$ cat config.mk
export PLATFORM = sky130hd
export DESIGN_NAME = display_timing_gen
export DESIGN_NICKNAME = d
export VERILOG_FILES = /design/src/rtl/display_timing_gen.sv
export SDC_FILE = /design/constraint.sdc
export NUM_CORES = 1
export LEC_CHECK = 0
export ABC_AREA = 1
export ABC_CLOCK_PERIOD_IN_PS = 1450
export CAP_MARGIN = 30
export CORE_UTILIZATION = 30
export CTS_BUF_LIST = sky130_fd_sc_hd__clkbuf_16
export DETAILED_ROUTE_END_ITERATION = 12
export PLACE_DENSITY = 0.6
export SETUP_SLACK_MARGIN = 0.15
export SYNTH_ARGS = -nofsm -noshare
export SYNTH_HDL_FRONTEND = slang
export SYNTH_SLANG_ARGS = --single-unit
$ cat constraint.sdc
create_clock -name pClk -period 1.45 [get_ports pClk]
set_clock_uncertainty 0.05 [all_clocks]
set_input_delay 0.2175 -clock pClk [delete_from_list [all_inputs] [get_ports pClk]]
set_output_delay 0.2175 -clock pClk [all_outputs]
set_load 0.03 [all_outputs]
$ cat src/rtl/display_timing_gen.sv
// Display raster timing generator: free-running column/line counters with
// registered, mutually aligned sync, blanking and frame-start outputs.
module display_timing_gen #(
  parameter int unsigned H_ACTIVE = 1024,
  parameter int unsigned H_FP     = 24,
  parameter int unsigned H_SYNC   = 136,
  parameter int unsigned H_BP     = 160,
  parameter int unsigned V_ACTIVE = 768,
  parameter int unsigned V_FP     = 3,
  parameter int unsigned V_SYNC   = 6,
  parameter int unsigned V_BP     = 29,
  parameter bit          SYNC_POL = 1'b0
) (
  input  logic        pClk,
  input  logic        pReset,
  output logic        horiz_sync,
  output logic        vert_sync,
  output logic        video_on,
  output logic [10:0] pixel_row,
  output logic [10:0] pixel_column,
  output logic        frame_start
);

  localparam int unsigned CW           = 11;
  localparam int unsigned H_TOTAL      = H_ACTIVE + H_FP + H_SYNC + H_BP;
  localparam int unsigned V_TOTAL      = V_ACTIVE + V_FP + V_SYNC + V_BP;
  localparam int unsigned H_SYNC_START = H_ACTIVE + H_FP;
  localparam int unsigned H_SYNC_END   = H_SYNC_START + H_SYNC;
  localparam int unsigned V_SYNC_START = V_ACTIVE + V_FP;
  localparam int unsigned V_SYNC_END   = V_SYNC_START + V_SYNC;

  // Position that the output registers will present on the next edge.
  // The counters run one step ahead of the outputs so every output is a
  // registered decode of the same position.
  logic [CW-1:0] hCnt;
  logic [CW-1:0] vCnt;

  logic hLastC;
  logic vLastC;
  logic hSyncC;
  logic vSyncC;
  logic videoOnC;
  logic frameStartC;

  // Wrap detection and position decode for the upcoming output position.
  always_comb begin
    hLastC      = (hCnt == CW'(H_TOTAL - 1));
    vLastC      = (vCnt == CW'(V_TOTAL - 1));
    hSyncC      = (hCnt >= CW'(H_SYNC_START)) && (hCnt < CW'(H_SYNC_END));
    vSyncC      = (vCnt >= CW'(V_SYNC_START)) && (vCnt < CW'(V_SYNC_END));
    videoOnC    = (hCnt < CW'(H_ACTIVE)) && (vCnt < CW'(V_ACTIVE));
    frameStartC = (hCnt == '0) && (vCnt == '0);
  end

  // Horizontal counter every clock; vertical counter on horizontal wrap.
  always_ff @(posedge pClk) begin
    if (pReset) begin
      hCnt <= '0;
      vCnt <= '0;
    end else if (hLastC) begin
      hCnt <= '0;
      vCnt <= vLastC ? '0 : vCnt + CW'(1);
    end else begin
      hCnt <= hCnt + CW'(1);
    end
  end

  // Output registers; reset forces inactive syncs so no partial pulse survives.
  always_ff @(posedge pClk) begin
    if (pReset) begin
      pixel_column <= '0;
      pixel_row    <= '0;
      horiz_sync   <= ~SYNC_POL;
      vert_sync    <= ~SYNC_POL;
      video_on     <= 1'b0;
      frame_start  <= 1'b0;
    end else begin
      pixel_column <= hCnt;
      pixel_row    <= vCnt;
      horiz_sync   <= hSyncC ? SYNC_POL : ~SYNC_POL;
      vert_sync    <= vSyncC ? SYNC_POL : ~SYNC_POL;
      video_on     <= videoOnC;
      frame_start  <= frameStartC;
    end
  end

endmodule

==> results of run 1 <==
[state kept, by name, summed over array words and instances, names as in the netlist]
signal,count
frame_start,1
video_on,1
pixel_row,11
pixel_column,11
horiz_sync,1
vert_sync,1
hCnt,11
vCnt,11
[final timing paths]
| kind | end | slack [ns] | cells past startpoint |
|---|---|---|---|
| min | vCnt[9] | 0.43 | 2 |
| min reg2reg | vCnt[9] | 0.43 | 2 |
| max reg2reg | vCnt[2] | 0.04 | 7 |
| max | vCnt[2] | 0.04 | 7 |
[cells in the final DEF, fill, tap and decap left out, types with 2 or more instances in the layout]
cell              n
a21oi_2           2
clkinv_4          2
nor2_1           44
inv_2             5
buf_4            13
dlygate4sd2_1    24
inv_1            23
clkdlybuf4s15_1   2
o21ai_0           6
nand3_2           4
and3_1            2
nor3_1            4
dfxtp_4           2
dfxtp_2           6
nand3_1          14
a21oi_1           9
nor2_2            6
nor2_4            5
nand2_4           4
ha_4              4
nand4_1           4
nand2_2           5
clkbuf_16         5
nand2_1          38
a31oi_1           2
dfxtp_1          40
[power by group through the flow]
stage / registers (mW) / clock network [mW] / logic, mW
final: 1.34 / 1.32 / 0.127
after global routing: 1.34 / 1.40 / 0.140
after CTS: 1.34 / 1.35 / 0.117
after detailed placement: 1.38 / 0 / 0.111
after global placement: 1.38 / 0 / 0.111
after floorplan: 1.39 / 0 / 0.0511
[stage by stage]
step | area, µm² | utilization | worst slack (ns)
global route | 2700 | 0.447 | -0.0565
CTS | 2560 | 0.425 | 0.0745
global placement | 2350 | 0.390 | 0.0120
finish | 2700 | 0.447 | 0.0393
floorplan | 1930 | - | 0.162
detailed placement | 2350 | 0.390 | 0.0297
[worst max-delay path: cells and delay by family (launching register included)]
family / cells / cell delay [ns]
adder cells (fa/ha/maj): 1 / 0.16
AND/OR/NAND/NOR: 6 / 0.74
flip-flops: 1 / 0.35
[logic make-up after synthesis]
kind of cell	count (synthesis)
buf+inv	32
flops	48
xor+xnor	1
fa+ha+maj	5
simple gates	135
compound gates	21
[final cells by class]
type	count	area share
clock buffers	5	0.0464
clock inverters	3	0.0176
inverters	29	0.0413
multi-input cells	163	0.361
flip-flops and latches	48	0.362
well taps	75	0.0348
repair buffers	42	0.137
[routing by layer]
metal | share of wire | global-route usage | wire length [µm] | up-vias
li1 | - | - | - | 867
met1 | 0.47 | 0.187 | 2070 | 794
met2 | 0.46 | 0.213 | 2010 | 48
met3 | 0.055 | 0.0389 | 244 | 6
met4 | 0.018 | 0.0667 | 79 | 0
met5 | 0 | 0 | 0 | -
[repair_timing]
action	CTS	global route
gates resized for setup	39	28
pin swaps	8	18
setup buffers	2	5
endpoints found under the setup margin	48	26
cloned	1	0
==> flow_summary.toml, run 1 <==
[synth]
synth_top_family_by_area = "simple AND/OR/NAND/NOR gates"
ys_top_cells_by_area = "dfxtp_1 50%, nor2_1 9.5%, nand2_1 8.1%, inv_1 5.5%, nand3_1 4.7%"
synth_compound_area_frac = 0.0585
syn_area_um2 = 1900
synthAdderAreaFrac = 0.0329
synthMuxAreaShare = 0
ys_warn_count = 0
netlist_instances = 242
synth_edf_count = 0
synth_xor_xnor_area_share = 0.00460
synthFlopType = "dfxtp_1"
async_reset_ff_frac = 0
ys_seq_elements = 48
synth_area_leader_cell = "dfxtp_1"
seq_area_frac_synth = 0.505
synthesis.nets = 249
synth_commonest_cells = "48 x dfxtp_1, 48 x nor2_1, 41 x nand2_1"
synth-simple-area-share = 0.332
yosysUniqueCellTypes = 25
synth_top_area_frac = 0.505
synth_area_per_cell_um2 = 7.87

[critical_path]
startpoint_type = "register"
slowest_delay_ns = 0.35
crit_path_start = "hCnt[0]"
path_cells = "ha_4, nand2_4, nor2_4, nand2_2, nor2_4, nand3_2, and3_4"
r2r-start = "hCnt[0]"
path_class = "reg2reg"
required_ns = 1.58
cp.arrival_ns = 1.55
cp-end-kind = "register"
cp_slowest_cell = "dfxtp_2"
crit_fanout = 6
crit_top_cell = "nor2_4"

[floorplanning]
coreArea_um2 = 6030
num_rows = 28
die_h_um = 81.7
die_w_um = 81.7
initial_core_util = 0.316
io_pins = 28
die-area_um2 = 6670

[placement]
place.gp.congestion = 0.807
port_buffers = 27
place_inst = 349
dp_hpwl_um = 2930

[detailed_routing]
drtAntennaViolNets = 0
wirelength_um = 4410
drt_iter0_drc = 104
vias = 1715
viasPerCell = 4.70
drc = 0
firstDrtPassIters = 4
wl_per_cell_um = 12.1

[timing]
tns_ns = 0
finalHoldViolCount = 0
fin_crit_ns = 1.41
fmaxAchievable_mhz = 709
tightest_slew_ns = 0.304
fin_crit_sh = 0.973
maxSlewHeadroom = 0.798
rsz0062_at_grt = "yes"
drv_slew = 0
timing.hold.ws_ns = 0.426
finalSetupViolations = 0

[power]
clock_power_share = 0.474
p_sw_frac = 0.212
p_int_mw = 2.20
finalPower_mw = 2.79
vdd_ir_drop_max_mv = 0.656
seq_power_share = 0.480
leakagePower_nw = 1.17
p_sw_mw = 0.593
powerDensity_nw_per_um2 = 1040
combinationalPowerShare = 0.046

[clock_tree]
cts_buffers = 5
cts_buffer_depth = 2
cts_tree = "done"
clock-sinks = 48
insertion_delay_ns = 0.29
cts-hold-fix-buffers = 0
clk_transition_reported_paths_ns = 0.07
cts_max_level = 2
ctsRootBufferMaster = "clkbuf_16"

[hold_path]
worstHoldStart = "vCnt[9]"
worstHoldPathType = "reg2reg"

[grt]
antenna_found_initial = 0
grt_overflow_total = 0
grt_max_degree = 17
grt_pass1_wl_um = 7050
grt_pass1_vias = 1528
grtUsageTotal = 0.142

[layout]
layout-drive-gt1-share = 0.248
regArea_um2 = 976
n_fill_cell = 605
multi_input_area_um2 = 973
antenna_cells = 0
syn_to_final_growth_pct = 41.6
layout.nets = 296
stdcell_count = 365

[status]
status = "complete, no violations"

[run]
max_cap_violations = 0
(Power assumes the default switching activity.)
==> inputs of run 2 (changes only) <==
SLEW_MARGIN = 20   (was not set)
==> results of run 2 <==
Final layout, timing and power as in run 1 (identical DEF).
==> inputs of run 3 (changes only) <==
CAP_MARGIN = 20   (was 30)
CTS_CLUSTER_DIAMETER = 200   (was not set)
==> results of run 3 <==
Final layout, timing and power as in run 1 (identical DEF).
